`src/rtl/mem_stage_ctrl_pkg.sv`:
```
// Shared encodings for the Execute-to-Memory stage: FSM states, load/store
// access types and the store byte-mask / misalignment helpers.
package mem_stage_ctrl_pkg;

   typedef enum logic [1:0] {
      IDLE     = 2'd0,
      ACCESS   = 2'd1,
      COMPLETE = 2'd2
   } state_t;

   typedef enum logic [2:0] {
      LD_B  = 3'd0,
      LD_BU = 3'd1,
      LD_H  = 3'd2,
      LD_HU = 3'd3,
      LD_W  = 3'd4
   } ld_type_t;

   typedef enum logic [1:0] {
      ST_B = 2'd0,
      ST_H = 2'd1,
      ST_W = 2'd2
   } st_type_t;

   function automatic logic [3:0] st_mask(input st_type_t st, input logic [1:0] a);
      case (st)
         ST_B:    return 4'b0001 << a;
         ST_H:    return a[1] ? 4'b1100 : 4'b0011;
         default: return 4'b1111;
      endcase
   endfunction

   // Halfword ops need addr[0]=0, word ops need addr[1:0]=0; bytes never trap.
   function automatic logic is_misaligned(input logic rd, input ld_type_t lt,
                                          input st_type_t st, input logic [1:0] a);
      logic w_half;
      logic w_word;
      w_half = rd ? (lt == LD_H || lt == LD_HU) : (st == ST_H);
      w_word = rd ? (lt == LD_W) : (st == ST_W);
      return (w_half & a[0]) | (w_word & (a != 2'b00));
   endfunction

endpackage

```
`src/rtl/mem_stage_ctrl_if.sv`:
```
// Data-memory request/acknowledge bus between the Memory stage and the memory.
interface mem_stage_ctrl_if #(
   parameter int unsigned AW = 32,
   parameter int unsigned DW = 32
);
   logic          dmem_req;
   logic [AW-1:0] dmem_addr;
   logic [3:0]    dmem_we;
   logic [DW-1:0] dmem_wdata;
   logic          dmem_ack;
   logic [DW-1:0] dmem_rdata;

   modport master (
      output dmem_req, dmem_addr, dmem_we, dmem_wdata,
      input  dmem_ack, dmem_rdata
   );

   modport slave (
      input  dmem_req, dmem_addr, dmem_we, dmem_wdata,
      output dmem_ack, dmem_rdata
   );
endinterface

```
`src/rtl/mem_stage_ctrl_load_formatter.sv`:
```
// Combinational load-data formatter: selects the byte/half lane (little-endian)
// and sign- or zero-extends to 32 bits. Shared with the writeback path.
module load_formatter
   import mem_stage_ctrl_pkg::*;
(
   input  logic [31:0] i_rdata,
   input  ld_type_t    i_ld_type,
   input  logic [1:0]  i_addr_lo,
   output logic [31:0] o_data
);

   logic [7:0]  w_byte;
   logic [15:0] w_half;

   always_comb begin
      case (i_addr_lo)
         2'd0:    w_byte = i_rdata[7:0];
         2'd1:    w_byte = i_rdata[15:8];
         2'd2:    w_byte = i_rdata[23:16];
         default: w_byte = i_rdata[31:24];
      endcase
      w_half = i_addr_lo[1] ? i_rdata[31:16] : i_rdata[15:0];
      case (i_ld_type)
         LD_B:    o_data = {{24{w_byte[7]}}, w_byte};
         LD_BU:   o_data = {24'd0, w_byte};
         LD_H:    o_data = {{16{w_half[15]}}, w_half};
         LD_HU:   o_data = {16'd0, w_half};
         default: o_data = i_rdata;
      endcase
   end

endmodule

```
`src/rtl/mem_stage_ctrl.sv`:
```
// Execute-to-Memory pipeline register with multi-cycle data-memory handshake.
// Optional macro MEM_MISALIGN_TRAP_EN adds a registered misalign output.
module mem_stage_ctrl
   import mem_stage_ctrl_pkg::*;
#(
   parameter int unsigned AW = 32,
   parameter int unsigned DW = 32
) (
   input  logic          clk,
   input  logic          rst_n,
   input  logic          validE,
   input  logic          regWriteE,
   input  logic          memReadE,
   input  logic          memWriteE,
   input  logic [2:0]    ldTypeE,
   input  logic [1:0]    stTypeE,
   input  logic [4:0]    waE,
   input  logic [AW-1:0] aluOutE,
   input  logic [DW-1:0] writeDataE,
   mem_stage_ctrl_if.master dmem,
   output logic [4:0]    waM,
   output logic          regWriteM,
   output logic [DW-1:0] resultM,
   output logic          stall
`ifdef MEM_MISALIGN_TRAP_EN
   ,
   output logic          misalign
`endif
);

   state_t        r_state;
   state_t        w_next;
   logic          r_valid;
   logic          r_reg_write;
   logic          r_mem_read;
   logic          r_mem_write;
   ld_type_t      r_ld_type;
   st_type_t      r_st_type;
   logic [4:0]    r_wa;
   logic [AW-1:0] r_alu_out;
   logic [DW-1:0] r_wdata;
   logic [DW-1:0] r_ld_data;
   logic [31:0]   w_ld_fmt;
   logic          w_capture;
   logic          w_mem_opE;
   logic          w_misE;
   logic          w_trap;

   assign w_capture = (r_state != ACCESS);
   assign w_mem_opE = validE & (memReadE | memWriteE);

`ifdef MEM_MISALIGN_TRAP_EN
   logic r_misalign;
   assign w_misE = w_mem_opE & is_misaligned(memReadE, ld_type_t'(ldTypeE),
                                              st_type_t'(stTypeE), aluOutE[1:0]);
   assign w_trap   = r_misalign;
   assign misalign = r_misalign;
`else
   assign w_misE = 1'b0;
   assign w_trap = 1'b0;
`endif

   load_formatter u_load_formatter (
      .i_rdata   (dmem.dmem_rdata),
      .i_ld_type (r_ld_type),
      .i_addr_lo (r_alu_out[1:0]),
      .o_data    (w_ld_fmt)
   );

   always_ff @(posedge clk or negedge rst_n) begin
      if (!rst_n) r_state <= IDLE;
      else        r_state <= w_next;
   end

   always_comb begin
      w_next = r_state;
      case (r_state)
         ACCESS:  if (dmem.dmem_ack) w_next = COMPLETE;
         default: w_next = w_mem_opE ? (w_misE ? COMPLETE : ACCESS) : IDLE;
      endcase
   end

   // Bubbles clear control bits only; data fields load unconditionally.
   always_ff @(posedge clk or negedge rst_n) begin
      if (!rst_n) begin
         r_valid     <= 1'b0;
         r_reg_write <= 1'b0;
         r_mem_read  <= 1'b0;
         r_mem_write <= 1'b0;
         r_ld_type   <= LD_B;
         r_st_type   <= ST_B;
         r_wa        <= '0;
         r_alu_out   <= '0;
         r_wdata     <= '0;
         r_ld_data   <= '0;
`ifdef MEM_MISALIGN_TRAP_EN
         r_misalign  <= 1'b0;
`endif
      end else begin
         if (w_capture) begin
            r_valid     <= validE;
            r_reg_write <= validE & regWriteE;
            r_mem_read  <= validE & memReadE;
            r_mem_write <= validE & memWriteE;
            r_ld_type   <= ld_type_t'(ldTypeE);
            r_st_type   <= st_type_t'(stTypeE);
            r_wa        <= waE;
            r_alu_out   <= aluOutE;
            r_wdata     <= writeDataE;
`ifdef MEM_MISALIGN_TRAP_EN
            r_misalign  <= w_misE;
`endif
         end
         if (r_state == ACCESS && dmem.dmem_ack && r_mem_read)
            r_ld_data <= DW'(w_ld_fmt);
      end
   end

   assign dmem.dmem_addr = {r_alu_out[AW-1:2], 2'b00};
   assign waM            = r_wa;
   assign regWriteM      = r_valid & r_reg_write & ~w_trap;

   always_comb begin
      dmem.dmem_req = 1'b0;
      dmem.dmem_we  = '0;
      stall         = 1'b0;
      resultM       = DW'(r_alu_out);
      case (r_st_type)
         ST_B:    dmem.dmem_wdata = {4{r_wdata[7:0]}};
         ST_H:    dmem.dmem_wdata = {2{r_wdata[15:0]}};
         default: dmem.dmem_wdata = r_wdata;
      endcase
      case (r_state)
         ACCESS: begin
            dmem.dmem_req = 1'b1;
            stall         = 1'b1;
            if (r_mem_write) dmem.dmem_we = st_mask(r_st_type, r_alu_out[1:0]);
         end
         COMPLETE: if (r_mem_read) resultM = r_ld_data;
         default: ;
      endcase
   end

endmodule
```
`src/flat_wrapper.sv`:
```
// flat-port wrapper written by rule: the top's interface ports become plain ports
module mem_stage_ctrl_flat import mem_stage_ctrl_pkg::*;
#(
   parameter int unsigned AW = 32,
   parameter int unsigned DW = 32
)
  (clk, rst_n, validE, regWriteE, memReadE, memWriteE, ldTypeE, stTypeE, waE, aluOutE, writeDataE, waM, regWriteM, resultM, stall, dmem_dmem_req, dmem_dmem_addr, dmem_dmem_we, dmem_dmem_wdata, dmem_dmem_ack, dmem_dmem_rdata);
  mem_stage_ctrl_if #(.AW(AW), .DW(DW)) dmem_i ();
  input  logic clk;
  input  logic rst_n;
  input  logic validE;
  input  logic regWriteE;
  input  logic memReadE;
  input  logic memWriteE;
  input  logic [2:0] ldTypeE;
  input  logic [1:0] stTypeE;
  input  logic [4:0] waE;
  input  logic [AW-1:0] aluOutE;
  input  logic [DW-1:0] writeDataE;
  output logic [4:0] waM;
  output logic regWriteM;
  output logic [DW-1:0] resultM;
  output logic stall;
  output wire logic [$bits(dmem_i.dmem_req)-1:0] dmem_dmem_req;
  output wire logic [$bits(dmem_i.dmem_addr)-1:0] dmem_dmem_addr;
  output wire logic [$bits(dmem_i.dmem_we)-1:0] dmem_dmem_we;
  output wire logic [$bits(dmem_i.dmem_wdata)-1:0] dmem_dmem_wdata;
  input wire logic [$bits(dmem_i.dmem_ack)-1:0] dmem_dmem_ack;
  input wire logic [$bits(dmem_i.dmem_rdata)-1:0] dmem_dmem_rdata;
  assign dmem_dmem_req = dmem_i.dmem_req;
  assign dmem_dmem_addr = dmem_i.dmem_addr;
  assign dmem_dmem_we = dmem_i.dmem_we;
  assign dmem_dmem_wdata = dmem_i.dmem_wdata;
  assign dmem_i.dmem_ack = dmem_dmem_ack;
  assign dmem_i.dmem_rdata = dmem_dmem_rdata;
  mem_stage_ctrl #(.AW(AW), .DW(DW)) u_core (.clk(clk), .rst_n(rst_n), .validE(validE), .regWriteE(regWriteE), .memReadE(memReadE), .memWriteE(memWriteE), .ldTypeE(ldTypeE), .stTypeE(stTypeE), .waE(waE), .aluOutE(aluOutE), .writeDataE(writeDataE), .dmem(dmem_i), .waM(waM), .regWriteM(regWriteM), .resultM(resultM), .stall(stall));
endmodule
```
`config.mk`:
```
export PLATFORM = sky130hd
export DESIGN_NAME = mem_stage_ctrl_flat
export DESIGN_NICKNAME = d
export VERILOG_FILES = /design/src/rtl/mem_stage_ctrl_pkg.sv /design/src/rtl/mem_stage_ctrl_if.sv /design/src/rtl/mem_stage_ctrl_load_formatter.sv /design/src/rtl/mem_stage_ctrl.sv /design/src/flat_wrapper.sv
export SDC_FILE = /design/constraint.sdc
export NUM_CORES = 1
export LEC_CHECK = 0
export BUFFER_PORTS_ARGS = -buffer_cell sky130_fd_sc_hd__buf_2
export CAP_MARGIN = 20
export CORE_MARGIN = 2
export CORE_UTILIZATION = 51
export DETAILED_ROUTE_END_ITERATION = 10
export PLACE_DENSITY = 0.77
export SLEW_MARGIN = 20
export SYNTH_ARGS = -nofsm -noshare
export SYNTH_HDL_FRONTEND = slang
export SYNTH_HIERARCHICAL = 1
export SYNTH_SLANG_ARGS = --single-unit
```
`constraint.sdc`:
```
create_clock -name clk -period 2.2 [get_ports clk]
set_clock_uncertainty 0.2 [all_clocks]
set_input_delay 0.33 -clock clk [delete_from_list [all_inputs] [get_ports clk]]
set_output_delay 0.33 -clock clk [all_outputs]
set_load 0.01 [all_outputs]
```
=== Word level (Yosys, flattened, before mapping) ===
Index checks and enable logic that the tools add are counted.
Widths: inputs -> output; s select.

* Bits of input ports: 113
* Bits in registers: 112
* Logic and storage cells: 47

* Bitwise gates (word level): 6
* Equal/unequal tests: 10
* Reduce and logical (&&, ||, !) cells: 5
* Mux-type cells: 14
* Shift-type cells: 1

{| class="wikitable"
|+ Operator list
! operator !! number
|-
| $pmux 32 s4 || 1
|-
| $mux 32 || 2
|-
| $pmux 32 s2 || 1
|-
| $pmux 8 s3 || 1
|-
| $mux 16 || 1
|-
| $mux 4 || 3
|-
| $pmux 4 s2 || 1
|-
| $eq 2x1->1 const B || 3
|-
| $eq 3x2->1 const B || 2
|-
| $and 1x1->1 || 5
|-
| $eq 2x2->1 const B || 2
|-
| $logic_not 2->1 || 2
|-
| $mux 2 || 2
|-
| $shl 1x2->4 const A || 1
|-
| $eq 3x1->1 const B || 1
|-
| $logic_not 3->1 || 1
|-
| $logic_and 1x1->1 || 2
|-
| $mux 1 || 2
|-
| $ne 2x1->1 const B || 1
|-
| $ne 2x2->1 const B || 1
|-
| $or 1x1->1 || 1
|}

=== Longest topological paths before layout ===
Gate-level depths: netlist (run 1).

* Depth after elaboration: 4
* Gate-level depth with buffers: 6
* Mapped depth without buffers: 4

=== Cells and area by module ===
The synthesis (run 1) kept the hierarchy.

{| class="wikitable"
|+ Modules (own cells, without submodules)
! module !! times used !! area an instance (um^2) !! seq. area each (um^2) !! cells an instance
|-
| mem_stage_ctrl || 1 || 5417.7 || 2802.7 || 537
|-
| load_formatter || 1 || 1039.7 || 0.0 || 132
|}

=== Least setup slack after synthesis (run 1) ===
No wires, ideal clock.

* Path kind: flip-flop to flip-flop
* Start: register u_core.r_alu_out[0]
* End: register u_core.r_ld_data[15]
* Arrival: 1603 ps
* Stages on the path, launching flop included: 7
* Setup time: 125 ps
* Data required time: 1875 ps
* Buffers on the path: 2
* Setup slack: 271 ps
* Cells stage by stage: dfrtp_1 > buf_6 > mux2_4 > a22oi_4 > buf_6 > o221ai_2 > mux2_4

* Cells in the longest elaborated chain, start to end: 3
* Elaborated cells between the ends (all ways): 5

{| class="wikitable"
|+ Ends and longest elaborated chain
! element !! RTL line !! source
|-
| start: declaration || mem_stage_ctrl.sv:40 || <nowiki>logic [AW-1:0] r_alu_out;</nowiki>
|-
| start signal: assignment || mem_stage_ctrl.sv:108 || <nowiki>r_alu_out <= aluOutE;</nowiki>
|-
| $eq 2x2->1 (tied with other cells) || mem_stage_ctrl_load_formatter.sv:16 || <nowiki>case (i_addr_lo)</nowiki>
|-
| $pmux 8 s3 (*) || mem_stage_ctrl_load_formatter.sv:16 ||
|-
| $pmux 32 s4 (*) || mem_stage_ctrl_load_formatter.sv:23 || <nowiki>case (i_ld_type)</nowiki>
|-
| named net u_core.w_ld_fmt[15] || mem_stage_ctrl.sv:43 || <nowiki>logic [31:0] w_ld_fmt;</nowiki>
|-
| end signal: assignment || mem_stage_ctrl.sv:115 || <nowiki>r_ld_data <= DW'(w_ld_fmt);</nowiki>
|-
| end: declaration || mem_stage_ctrl.sv:42 || <nowiki>logic [DW-1:0] r_ld_data;</nowiki>
|}

Mark *: on every way through the listed nets, which the timed path passes. The rest lies on a longest branch.
A chain may end at the register's enable or synchronous reset.

=== Worst setup path after layout (run 1) ===
* Start: register u_core.r_state[1]
* End: output resultM[17]

* Cells in the longest elaborated chain, start to end: 2

{| class="wikitable"
|+ Ends and longest elaborated chain
! element !! RTL line !! source
|-
| start: declaration || mem_stage_ctrl.sv:31 || <nowiki>state_t r_state;</nowiki>
|-
| start signal: assignment || mem_stage_ctrl.sv:72 || <nowiki>else r_state <= w_next;</nowiki>
|-
| $eq 2x2->1 || mem_stage_ctrl.sv:133 || <nowiki>case (r_state)</nowiki>
|-
| $mux 32 || mem_stage_ctrl.sv:133 ||
|-
| end: declaration || flat_wrapper.sv:22 || <nowiki>output logic [DW-1:0] resultM;</nowiki>
|}

No other way between the ends.

==> flow_results.xml, run 1 <==
<?xml version="1.0" encoding="UTF-8"?>
<metrics>
  <group name="hold_path">
    <metric name="min_delay_path_depth" unit="">3</metric>
    <metric name="timing.hold.worst.class" unit="">primary input to flop</metric>
    <metric name="hold_end" unit="">u_core/r_alu_out[0]</metric>
    <metric name="hold_start" unit="">aluOutE[0]</metric>
  </group>
  <group name="route">
    <metric name="routed-wl-met3" unit="mm">1.36</metric>
    <metric name="met2_wirelength" unit="mm">9.20</metric>
    <metric name="drt_iter0_markers" unit="">290</metric>
    <metric name="firstDrtPassIters" unit="">5</metric>
    <metric name="met1_length" unit="mm">7.46</metric>
    <metric name="detail-route-antenna-nets" unit="">0</metric>
    <metric name="vias" unit="">5586</metric>
    <metric name="routed.top_layer" unit="">met4</metric>
    <metric name="postRouteWirelength" unit="mm">18.4</metric>
    <metric name="via_per_inst" unit="">5.13</metric>
    <metric name="wl_per_cell" unit="µm">16.9</metric>
    <metric name="route.detailed.drc" unit="">0</metric>
  </group>
  <group name="job">
    <metric name="max-cap-violations" unit="">0</metric>
  </group>
  <group name="grt">
    <metric name="first_global_vias" unit="">5457</metric>
    <metric name="grt_max_degree" unit="">42</metric>
    <metric name="grt_usage" unit="%">27.3</metric>
    <metric name="antenna_violations_before_repair" unit="">1</metric>
    <metric name="grt_pass1_wl" unit="mm">28.2</metric>
    <metric name="global_route.overflow_total" unit="">0</metric>
  </group>
  <group name="die">
    <metric name="row_count" unit="">41</metric>
    <metric name="chipWidth" unit="µm">117</metric>
    <metric name="chipHeight" unit="µm">117</metric>
    <metric name="dieArea" unit="µm²">13600</metric>
    <metric name="floorplan.initialDensity" unit="%">51.8</metric>
    <metric name="core_region_area" unit="µm²">12500</metric>
    <metric name="boundaryPins" unit="">221</metric>
  </group>
  <group name="finish">
    <metric name="fraction_of_final_layout_cells_with_drive_strength_greater_than_1" unit="%">38.5</metric>
    <metric name="area.growth.synth_to_final" unit="%">32.9</metric>
    <metric name="fill_cells" unit="">969</metric>
    <metric name="design.final.nets" unit="">1023</metric>
  </group>
  <group name="timing">
    <metric name="fin_crit_sh" unit="%">99.1</metric>
    <metric name="slew_violations" unit="">0</metric>
    <metric name="setup_total_negative_slack" unit="ns">0</metric>
    <metric name="finalSetupViolations" unit="">0</metric>
    <metric name="clock.fmax" unit="MHz">459</metric>
    <metric name="worst_pin_slew" unit="ns">0.578</metric>
    <metric name="timing.hold.ws" unit="ns">0.0109</metric>
    <metric name="slew_headroom" unit="%">61.5</metric>
    <metric name="rsz0062_at_grt" unit="">true</metric>
    <metric name="fin_crit" unit="ns">2.18</metric>
    <metric name="timing_hold_violations_final" unit="">0</metric>
  </group>
  <group name="place">
    <metric name="dp_hpwl" unit="mm">12.1</metric>
    <metric name="routabilityCongestion" unit="">0.852</metric>
    <metric name="numPortBuffers" unit="">218</metric>
  </group>
  <group name="power">
    <metric name="power.clock.fraction" unit="%">23.0</metric>
    <metric name="peakVddDrop" unit="mV">0.465</metric>
    <metric name="p_leak" unit="nW">4.48</metric>
    <metric name="pwr-share-seq" unit="%">38.0</metric>
    <metric name="cellInternalPower" unit="W">0.00541</metric>
    <metric name="p_per_cell_area" unit="nW/µm²">960</metric>
    <metric name="combinationalPowerShare" unit="%">39.0</metric>
    <metric name="power.switching" unit="W">0.00283</metric>
    <metric name="netSwitchingFraction" unit="%">34.3</metric>
  </group>
  <group name="clock_tree">
    <metric name="clk_root_buffer_cell" unit="">clkbuf_16</metric>
    <metric name="numClockSinks" unit="">112</metric>
    <metric name="cts_made_buffers" unit="">9</metric>
    <metric name="insertion_delay" unit="ns">0.35</metric>
    <metric name="clock_tree.buffer_depth" unit="">2</metric>
    <metric name="tritoncts" unit="">done</metric>
    <metric name="worst_setup_hold_path_clk_slew" unit="ns">0.07</metric>
    <metric name="htreeDepth" unit="">3</metric>
  </group>
  <group name="critical_path">
    <metric name="worst-setup-path-type" unit="">flop to primary output</metric>
    <metric name="crit_chain" unit="">nand3b_1 -&gt; buf_4 -&gt; buf_16 -&gt; mux2_2 -&gt; buf_2</metric>
    <metric name="critPathTopFamily" unit="">buffers and inverters</metric>
    <metric name="cp-end-kind" unit="">primary output</metric>
    <metric name="critPathLaunch" unit="">u_core/r_state[1]</metric>
    <metric name="reg2regPathDepth" unit="">5</metric>
    <metric name="reg2reg_to" unit="">u_core/r_ld_data[1]</metric>
    <metric name="critPathSlowestCell" unit="">dfrtp_1</metric>
    <metric name="critPathRequiredTime" unit="ns">1.67</metric>
    <metric name="critical_path_peak_fanout" unit="">16</metric>
    <metric name="worstReg2RegStart" unit="">u_core/r_alu_out[0]</metric>
    <metric name="path_buf_inv" unit="">3</metric>
    <metric name="worst_setup_path_start_kind" unit="">flop</metric>
    <metric name="arrival_worst_endpoint" unit="ns">1.65</metric>
    <metric name="reg2reg_slack" unit="ns">0.15</metric>
    <metric name="critPathMaxStageDelay" unit="ns">0.40</metric>
  </group>
  <group name="synth">
    <metric name="synth_seq_cells" unit="">112</metric>
    <metric name="synthesis.yosys.warnings" unit="">6</metric>
    <metric name="synthesis.area" unit="µm²">6460</metric>
    <metric name="unique_cell_type_count_in_the_yosys_netlist" unit="">34</metric>
    <metric name="post-synth-top-area-fraction" unit="%">43.4</metric>
    <metric name="postSynthAreaPerCell" unit="µm²">9.65</metric>
    <metric name="post_synth_inst_count" unit="">669</metric>
    <metric name="yosys.area.top_type" unit="">dfrtp_1</metric>
    <metric name="synth.top_cells.by_area" unit="">dfrtp_1 (43%), nand2_1 (14%), mux2_2 (8.9%), mux2_4 (7.4%), buf_4 (5.1%)</metric>
    <metric name="ys_seq_area_share" unit="%">43.4</metric>
  </group>
  <group name="run_status">
    <metric name="status" unit="">completed</metric>
  </group>
</metrics>
[cells by family (layout without fill, tap and decap cells)]
logic type / Yosys count / count (layout) / share of synthesized area [%]
and+or+nand+nor: 299 / 299 / 19.5
other: 1 / 3 / 0.0581
buffers and inverters: 90 / 335 / 8.93
AOI/OAI and AO/OA: 68 / 68 / 7.50
muxes: 99 / 99 / 20.6
DFF: 112 / 112 / 43.4
[through the flow]
| step | cell area, µm² | utilization (%) | std cells | worst slack [ns] | power (W) |
|---|---|---|---|---|---|
| 3_5_place_dp | 7430 | 59.6 | 993 | 0.144 | 0.00621 |
| 6_report | 8580 | 68.9 | 1088 | 0.0204 | 0.00824 |
| 2_1_floorplan | 6460 | - | 670 | 0.271 | 0.00531 |
| 3_3_place_gp | 7430 | 59.6 | 993 | 0.193 | 0.00614 |
| 5_1_grt | 8580 | 68.8 | 1087 | -0.0452 | 0.00872 |
| 4_1_cts | 8570 | 68.8 | 1087 | 0.0112 | 0.00822 |
[final cells by class]
| class | instances | area [µm²] | area share (%) |
|---|---|---|---|
| well taps | 172 | 215 | 2.51 |
| multi-input cells | 468 | 3090 | 36.0 |
| repair buffers | 314 | 2110 | 24.6 |
| inverters | 5 | 18.8 | 0.219 |
| diodes | 1 | 2.50 | 0.0292 |
| flip-flops and latches | 112 | 2800 | 32.7 |
| clock inverters | 6 | 116 | 1.36 |
| clock buffers | 10 | 229 | 2.67 |
[power groups by stage]
| stage | Sequential (W) | Combinational (W) | Clock, W |
|---|---|---|---|
| 2_1_floorplan | 0.00297 | 0.00234 | 0 |
| 3_3_place_gp | 0.00315 | 0.00299 | 0 |
| 3_5_place_dp | 0.00316 | 0.00305 | 0 |
| 4_1_cts | 0.00313 | 0.00318 | 0.00191 |
| 5_1_grt | 0.00321 | 0.00351 | 0.00200 |
| 6_report | 0.00313 | 0.00321 | 0.00189 |
[registers in the layout, indices dropped and copies added (netlist names)]
| signal | count |
|---|---|
| u_core/r_alu_out | 32 |
| u_core/r_ld_data | 32 |
| u_core/r_ld_type | 3 |
| u_core/r_mem_read | 1 |
| u_core/r_mem_write | 1 |
| u_core/r_reg_write | 1 |
| u_core/r_st_type | 2 |
| u_core/r_state | 2 |
| u_core/r_valid | 1 |
| u_core/r_wdata | 32 |
| u_core/waM | 5 |
[worst reg2reg max path: stages (launching register included)]
cell	delay (ns)
dfrtp_1	0.54
buf_4	0.20
mux4_1	0.54
nor2_1	0.12
a211oi_1	0.06
mux2_4	0.28
[layer usage]
metal,GRT usage [%],up-vias
li1,-,2673
met1,33.4,2658
met2,47.5,229
met3,5.97,26
met4,9.92,0
met5,0,-
[Yosys cell counts]
library cell,n
a211oi_1,7
a21oi_1,8
a221oi_1,4
a22oi_4,1
a31oi_4,1
and2_1,2
and3b_1,1
buf_1,1
buf_2,17
buf_4,44
buf_6,7
clkbuf_1,16
conb_1,1
dfrtp_1,112
inv_1,4
inv_2,1
mux2_2,51
mux2_4,32
mux2i_1,9
mux4_1,7
nand2_1,240
nand2b_1,2
nand2b_4,1
nand3_1,3
nand3_4,1
nand3b_1,1
nor2_1,11
nor2_2,1
nor2b_1,34
o211ai_1,2
o21ai_0,14
o221ai_2,4
o22ai_1,27
or2_2,2
[placed cells by master, fill, tap and decap left out, types with 2 or more instances in the layout]
master         count
nand2_1          240
buf_2            217
dfrtp_1          112
dlygate4sd3_1     73
mux2_2            51
nor2b_1           34
mux2_4            32
o22ai_1           27
buf_4             15
o21ai_0           14
nor2_1            11
clkbuf_16          9
mux2i_1            9
a21oi_1            7
buf_12             7
mux4_1             7
a211oi_1           7
inv_1              4
o221ai_2           4
a221oi_1           4
bufinv_16          3
nand3_1            3
clkinv_4           2
nand2b_1           2
and2_1             2
o211ai_1           2
conb_1             2
or2_2              2
[worst max-delay path by stage]
stage	end	cells past startpoint
after floorplan	u_core/r_ld_data[15]	6
after global placement	u_core/r_ld_data[5]	5
after detailed placement	u_core/r_ld_data[1]	5
after CTS	resultM[26]	5
after global routing	resultM[6]	5
final	resultM[17]	5
[what timing repair did]
| action | CTS | global route |
|---|---|---|
| gates resized for setup | 2 | 2 |
| hold buffers | 73 | 0 |
| gates cloned | 1 | 0 |
| pin swaps | 0 | 0 |
| setup endpoints to repair | 34 | 35 |
| hold endpoints to repair | 106 | 0 |
| buffers inserted | 4 | 0 |
Power figures use the tool's default switching activity.
==> run 2, diff against run 1 <==
Settings changed: CORE_MARGIN 2 to 5, CORE_UTILIZATION 51 to 52, CTS_BUF_LIST from default to sky130_fd_sc_hd__clkbuf_4, PLACE_DENSITY 0.77 to 0.78.
==> run 2 against run 1 <==
  * The flow now finishes with violations (setup timing)
  * Largest cell class unchanged
  * Clock power decreased by 54%
  * Utilization increased by 5.1 points
  * Die area increased by 8.6%
  * Final cell count increased by 0.92%
  * Global-route usage increased by 0.53 points
  * Non-clock buffer count increased by 17
  * Combinational power increased by 17%
==> flow_results.xml, run 2 (same netlist as run 1, synthesis figures left out) <==
<?xml version="1.0" encoding="UTF-8"?>
<metrics>
  <group name="run_status">
    <metric name="status" unit="">finished, violations left</metric>
    <metric name="violations" unit="">setup timing</metric>
  </group>
  <group name="finish">
    <metric name="finish.instance_area" unit="µm²">8960</metric>
    <metric name="num_antenna_cells" unit="">0</metric>
    <metric name="design.final.nets" unit="">1040</metric>
    <metric name="most-common-layout-cells" unit="">nand2_1 (239), buf_2 (177), dfrtp_1 (109)</metric>
    <metric name="final_util" unit="%">74.0</metric>
    <metric name="most_common_cell_after_layout_fill_and_taps_aside" unit="">nand2_1</metric>
    <metric name="fraction_of_final_layout_cells_with_drive_strength_greater_than_1" unit="%">38.8</metric>
    <metric name="biggestRegsByFlops" unit="">u_core/r_alu_out (32), u_core/r_ld_data (32), u_core/r_wdata (32)</metric>
    <metric name="area.growth.synth_to_final" unit="%">38.8</metric>
  </group>
  <group name="power">
    <metric name="pwr-share-seq" unit="%">40.5</metric>
    <metric name="p_per_cell_area" unit="nW/µm²">871</metric>
    <metric name="peakVddDrop" unit="mV">0.466</metric>
    <metric name="cellInternalPower" unit="W">0.00490</metric>
    <metric name="netSwitchingFraction" unit="%">37.2</metric>
    <metric name="power.clock.fraction" unit="%">11.2</metric>
    <metric name="power.switching" unit="W">0.00290</metric>
    <metric name="combinationalPowerShare" unit="%">48.3</metric>
    <metric name="p_leak" unit="nW">4.70</metric>
  </group>
  <group name="clock_tree">
    <metric name="tritoncts" unit="">done</metric>
    <metric name="insertion_delay" unit="ns">0.47</metric>
    <metric name="clock_tree.buffer_depth" unit="">2</metric>
    <metric name="clk_root_buffer_cell" unit="">clkbuf_4</metric>
    <metric name="cts_made_buffers" unit="">9</metric>
    <metric name="numClockSinks" unit="">112</metric>
    <metric name="worst_setup_hold_path_clk_slew" unit="ns">0.17</metric>
    <metric name="htreeDepth" unit="">3</metric>
  </group>
  <group name="hold_path">
    <metric name="timing.hold.worst.class" unit="">primary input to flop</metric>
  </group>
  <group name="die">
    <metric name="floorplan.initialDensity" unit="%">53.3</metric>
    <metric name="core_region_area" unit="µm²">12100</metric>
    <metric name="chipWidth" unit="µm">121</metric>
    <metric name="dieArea" unit="µm²">14700</metric>
    <metric name="chipHeight" unit="µm">121</metric>
    <metric name="row_count" unit="">40</metric>
    <metric name="boundaryPins" unit="">221</metric>
  </group>
  <group name="critical_path">
    <metric name="crit_chain" unit="">nand3b_1 -&gt; buf_6 -&gt; clkbuf_16 -&gt; mux2_2 -&gt; buf_6</metric>
    <metric name="critPathMaxStageDelay" unit="ns">0.41</metric>
    <metric name="worst_setup_path_start_kind" unit="">flop</metric>
    <metric name="critPathTopFamily" unit="">buffers and inverters</metric>
    <metric name="critPathSlowestCell" unit="">dfrtp_1</metric>
    <metric name="path_buf_inv" unit="">3</metric>
    <metric name="cp-end-kind" unit="">primary output</metric>
    <metric name="critical_path_peak_fanout" unit="">8</metric>
    <metric name="most_numerous_cell_on_the_critical_path" unit="">buf_6</metric>
    <metric name="worst-setup-path-type" unit="">flop to primary output</metric>
    <metric name="critPathRequiredTime" unit="ns">1.67</metric>
    <metric name="arrival_worst_endpoint" unit="ns">1.82</metric>
  </group>
  <group name="grt">
    <metric name="grt_busiest_layer" unit="">met2</metric>
    <metric name="grt_usage" unit="%">27.8</metric>
    <metric name="antenna_violations_before_repair" unit="">0</metric>
    <metric name="grt_util_met1" unit="%">32.6</metric>
    <metric name="met2_usage" unit="%">49.7</metric>
    <metric name="grt_max_degree" unit="">83</metric>
    <metric name="first_global_vias" unit="">6149</metric>
    <metric name="grt_pass1_wl" unit="mm">32.1</metric>
    <metric name="grt_use_met3" unit="%">6.25</metric>
    <metric name="global_route.overflow_total" unit="">0</metric>
  </group>
  <group name="place">
    <metric name="dp_hpwl" unit="mm">12.7</metric>
    <metric name="routabilityCongestion" unit="">0.896</metric>
    <metric name="dpl-instance-area" unit="µm²">7420</metric>
    <metric name="numPortBuffers" unit="">218</metric>
  </group>
  <group name="route">
    <metric name="detail-route-antenna-nets" unit="">0</metric>
    <metric name="wl_per_cell" unit="µm">19.2</metric>
    <metric name="postRouteWirelength" unit="mm">21.1</metric>
    <metric name="vias" unit="">5892</metric>
    <metric name="via_per_inst" unit="">5.37</metric>
    <metric name="route.detailed.drc" unit="">0</metric>
    <metric name="drt_iter0_markers" unit="">417</metric>
    <metric name="firstDrtPassIters" unit="">5</metric>
  </group>
  <group name="timing">
    <metric name="timing.hold.ws" unit="ns">0.0715</metric>
    <metric name="rsz0062_at_grt" unit="">true</metric>
    <metric name="worst_pin_slew" unit="ns">0.854</metric>
    <metric name="timing_hold_violations_final" unit="">0</metric>
    <metric name="setup_slack" unit="ns">-0.150</metric>
    <metric name="slew_violations" unit="">0</metric>
    <metric name="fin_crit_sh" unit="%">107</metric>
    <metric name="fin_crit" unit="ns">2.35</metric>
    <metric name="finalSetupViolations" unit="">40</metric>
    <metric name="slew_headroom" unit="%">43.0</metric>
    <metric name="clock.fmax" unit="MHz">426</metric>
  </group>
  <group name="job">
    <metric name="max-cap-violations" unit="">0</metric>
  </group>
</metrics>
run 2: path summary, 6_finish.rpt:
path	from	end	slack, ns	cells past startpoint
hold / removal	dmem_dmem_rdata[15]	u_core/r_ld_data[15]	0.07	4
min in group asynchronous	rst_n	u_core/r_alu_out[17]	0.15	2
hold reg to reg	u_core/r_reg_write	u_core/r_reg_write	0.28	2
setup reg to reg	u_core/r_alu_out[1]	u_core/r_ld_data[20]	0.09	5
max in group asynchronous	rst_n	u_core/r_st_type[0]	1.04	3
setup / recovery	u_core/r_state[1]	resultM[3]	-0.15	5
run 2: layout make-up:
| class | instances | area (µm²) |
|---|---|---|
| Inverter | 5 | 21.3 |
| Multi-Input combinational cell | 468 | 3200 |
| Timing Repair Buffer | 331 | 2630 |
| Clock buffer | 9 | 67.6 |
| Clock inverter | 5 | 26.3 |
| Tap cell | 168 | 210 |
| Sequential cell | 112 | 2810 |
| Fill cell | 809 | 3150 |
run 2: timing repair:
item | CTS | global route
pin swaps | 2 | 4
gates resized for setup | 57 | 32
endpoints found under the hold margin | 135 | 0
setup endpoints to repair | 50 | 50
cloned | 3 | 3
hold buffers | 83 | 0
buffers inserted | 4 | 2
run 2: layer usage:
| metal | wire length [µm] | share of wire [%] |
|---|---|---|
| met5 | 0 | 0 |
| met4 | 557 | 2.6 |
| met3 | 1760 | 8.3 |
| met2 | 10800 | 51 |
| met1 | 8000 | 38 |
run 2: worst min-delay path, stage by stage:
cell,delay [ns]
buf_2,0.13
nand2_1,0.08
o221ai_2,0.06
mux2_4,0.14
run 2: metrics by stage:
stage | power, W | TNS [ns] | std cells | worst slack, ns
after global routing | 0.00826 | -8.02 | 1098 | -0.246
after detailed placement | 0.00622 | 0 | 989 | 0.185
after floorplan | 0.00531 | 0 | 670 | 0.271
final | 0.00781 | -4.46 | 1098 | -0.150
after CTS | 0.00758 | -4.82 | 1093 | -0.168
after global placement | 0.00615 | 0 | 989 | 0.254
run 2: power groups by stage:
stage               Sequential [W]  Combinational [W]  Clock, W
floorplan                  0.00297            0.00234         0
CTS                        0.00311            0.00356  0.000904
finish                     0.00316            0.00377  0.000877
global placement           0.00313            0.00302         0
detailed placement         0.00314            0.00308         0
global route               0.00322            0.00406  0.000984
==> run 3, diff against run 2 <==
Settings changed: TNS_END_PERCENT from default to 20.
==> run 3 against run 2 <==
  * The run still ends with setup timing left
  * Clock power hardly changed
  * Sequential share of layout area is 0.82 points higher
  * Sequential power is essentially flat
  * Count of clock-buffer cells in the layout stayed put
  * Flip-flop and latch count unchanged
  * Largest cell class unchanged
==> flow_results.xml, run 3 (same netlist as run 1, synthesis figures left out) <==
<?xml version="1.0" encoding="UTF-8"?>
<metrics>
  <group name="run_status">
    <metric name="status" unit="">finished, violations left</metric>
    <metric name="violations" unit="">setup timing</metric>
  </group>
  <group name="finish">
    <metric name="fill_cells" unit="">852</metric>
    <metric name="regArea" unit="µm²">2800</metric>
    <metric name="finish.instance_area" unit="µm²">8730</metric>
    <metric name="design.final.nets" unit="">1034</metric>
    <metric name="biggestRegsByFlops" unit="">u_core/r_alu_out (32), u_core/r_ld_data (32), u_core/r_wdata (32)</metric>
    <metric name="most-common-layout-cells" unit="">nand2_1 (239), buf_2 (185), dfrtp_1 (111)</metric>
    <metric name="multi_input_area" unit="µm²">3140</metric>
    <metric name="fraction_of_final_layout_cells_with_drive_strength_greater_than_1" unit="%">38.3</metric>
    <metric name="num_antenna_cells" unit="">0</metric>
    <metric name="area.growth.synth_to_final" unit="%">35.1</metric>
    <metric name="most_common_cell_after_layout_fill_and_taps_aside" unit="">nand2_1</metric>
  </group>
  <group name="clock_tree">
    <metric name="insertion_delay" unit="ns">0.47</metric>
    <metric name="htreeDepth" unit="">3</metric>
    <metric name="numClockSinks" unit="">112</metric>
    <metric name="clk_root_buffer_cell" unit="">clkbuf_4</metric>
    <metric name="worst_setup_hold_path_clk_slew" unit="ns">0.17</metric>
    <metric name="clock_tree.buffer_depth" unit="">2</metric>
    <metric name="cts_made_buffers" unit="">9</metric>
    <metric name="tritoncts" unit="">done</metric>
  </group>
  <group name="route">
    <metric name="drt_iter0_markers" unit="">446</metric>
    <metric name="via_per_inst" unit="">5.29</metric>
    <metric name="vias" unit="">5778</metric>
    <metric name="route.detailed.drc" unit="">0</metric>
    <metric name="postRouteWirelength" unit="mm">20.3</metric>
    <metric name="firstDrtPassIters" unit="">6</metric>
    <metric name="detail-route-antenna-nets" unit="">0</metric>
    <metric name="wl_per_cell" unit="µm">18.6</metric>
  </group>
  <group name="timing">
    <metric name="fin_crit_sh" unit="%">107</metric>
    <metric name="slew_headroom" unit="%">41.9</metric>
    <metric name="timing_hold_violations_final" unit="">0</metric>
    <metric name="timing.hold.ws" unit="ns">0.0798</metric>
    <metric name="clock.fmax" unit="MHz">425</metric>
    <metric name="rsz0062_at_grt" unit="">true</metric>
    <metric name="setup_slack" unit="ns">-0.151</metric>
    <metric name="worst_pin_slew" unit="ns">0.871</metric>
    <metric name="finalSetupViolations" unit="">39</metric>
    <metric name="fin_crit" unit="ns">2.35</metric>
    <metric name="slew_violations" unit="">0</metric>
  </group>
  <group name="critical_path">
    <metric name="critical_path_peak_fanout" unit="">8</metric>
    <metric name="critPathRequiredTime" unit="ns">1.67</metric>
    <metric name="arrival_worst_endpoint" unit="ns">1.82</metric>
    <metric name="worstReg2RegStart" unit="">u_core/r_alu_out[0]</metric>
    <metric name="reg2reg_slack" unit="ns">0.16</metric>
    <metric name="most_numerous_cell_on_the_critical_path" unit="">buf_6</metric>
    <metric name="critPathMaxStageDelay" unit="ns">0.42</metric>
    <metric name="cp-end-kind" unit="">primary output</metric>
    <metric name="worst-setup-path-type" unit="">flop to primary output</metric>
    <metric name="worst_setup_path_start_kind" unit="">flop</metric>
    <metric name="critPathSlowestCell" unit="">dfrtp_1</metric>
    <metric name="reg2regPathDepth" unit="">6</metric>
    <metric name="reg2reg_to" unit="">u_core/r_ld_data[8]</metric>
    <metric name="crit_chain" unit="">nand3b_1 -&gt; buf_6 -&gt; clkbuf_16 -&gt; mux2_2 -&gt; buf_6</metric>
  </group>
  <group name="hold_path">
    <metric name="hold_end" unit="">u_core/r_ld_data[15]</metric>
    <metric name="hold_start" unit="">dmem_dmem_rdata[15]</metric>
    <metric name="timing.hold.worst.class" unit="">primary input to flop</metric>
    <metric name="min_delay_path_depth" unit="">4</metric>
  </group>
  <group name="power">
    <metric name="post-layout-total-power" unit="W">0.00753</metric>
    <metric name="peakVddDrop" unit="mV">0.463</metric>
    <metric name="p_leak" unit="nW">4.55</metric>
    <metric name="p_per_cell_area" unit="nW/µm²">863</metric>
  </group>
  <group name="job">
    <metric name="max-cap-violations" unit="">0</metric>
  </group>
  <group name="die">
    <metric name="floorplan.initialDensity" unit="%">53.3</metric>
    <metric name="core_region_area" unit="µm²">12100</metric>
    <metric name="row_count" unit="">40</metric>
    <metric name="chipWidth" unit="µm">121</metric>
    <metric name="chipHeight" unit="µm">121</metric>
    <metric name="boundaryPins" unit="">221</metric>
    <metric name="dieArea" unit="µm²">14700</metric>
  </group>
  <group name="grt">
    <metric name="grt_max_degree" unit="">83</metric>
    <metric name="global_route.overflow_total" unit="">0</metric>
    <metric name="grt_pass1_wl" unit="mm">31.7</metric>
    <metric name="first_global_vias" unit="">6070</metric>
    <metric name="antenna_violations_before_repair" unit="">0</metric>
    <metric name="grt_usage" unit="%">27.4</metric>
  </group>
  <group name="place">
    <metric name="dp_hpwl" unit="mm">12.7</metric>
    <metric name="numPortBuffers" unit="">218</metric>
    <metric name="dpl-instance-area" unit="µm²">7420</metric>
    <metric name="routabilityCongestion" unit="">0.896</metric>
  </group>
</metrics>
==> run 3: where the power goes <==
group          internal, W  switching (W)
Clock             0.000212       0.000663
Sequential         0.00265       0.000481
Combinational      0.00185        0.00168
==> run 3: repair_timing <==
action | in CTS | in global routing
hold buffers | 83 | 0
buffers inserted | 3 | 0
resized for setup | 44 | 17
pin swaps | 2 | 2
cloned | 2 | 1
hold endpoints to repair | 135 | 0
setup endpoints to repair | 50 | 57
==> run 3: area by class of cell <==
| type | count | share of cell area [%] |
|---|---|---|
| clock buffers | 9 | 0.774 |
| clock inverters | 5 | 0.301 |
| inverters | 5 | 0.215 |
| multi-input cells | 468 | 36.0 |
| flip-flops and latches | 112 | 32.1 |
| well taps | 168 | 2.41 |
| repair buffers | 325 | 28.2 |
==> run 3: how the worst max path moves through the flow <==
stage / startpoint / to / slack (ns) / cells past startpoint
floorplan: u_core/r_alu_out[0] / u_core/r_ld_data[15] / 0.27 / 6
global placement: dmem_dmem_rdata[31] / u_core/r_ld_data[26] / 0.25 / 5
detailed placement: u_core/r_alu_out[0] / u_core/r_ld_data[20] / 0.19 / 6
CTS: u_core/r_state[1] / resultM[31] / -0.17 / 5
global route: u_core/r_state[1] / resultM[3] / -0.25 / 5
finish: u_core/r_mem_read / resultM[3] / -0.15 / 5
==> run 3: per-stage QoR <==
stage	setup WS, ns	instances	TNS [ns]	utilization (%)
after global placement	0.254	989	0	61.2
after detailed placement	0.185	989	0	61.2
after floorplan	0.271	670	0	-
after CTS	-0.168	1091	-5.27	71.3
final	-0.151	1092	-4.45	72.0
after global routing	-0.252	1092	-8.36	72.0
==> run 3: critical path: cells and delay by family (launching register included) <==
family / cells / cell delay (ns)
multiplexers: 1 / 0.35
AND/OR/NAND/NOR: 1 / 0.11
flip-flops: 1 / 0.42
buffers and inverters: 3 / 0.47
==> run 3: metal layers <==
layer / part of all wire [%] / routed length [µm] / global-route usage, %
met1: 39 / 7890 / 32.2
met2: 51 / 10300 / 48.6
met3: 7.8 / 1580 / 6.43
met4: 2.7 / 549 / 10.3
met5: 0 / 0 / 0
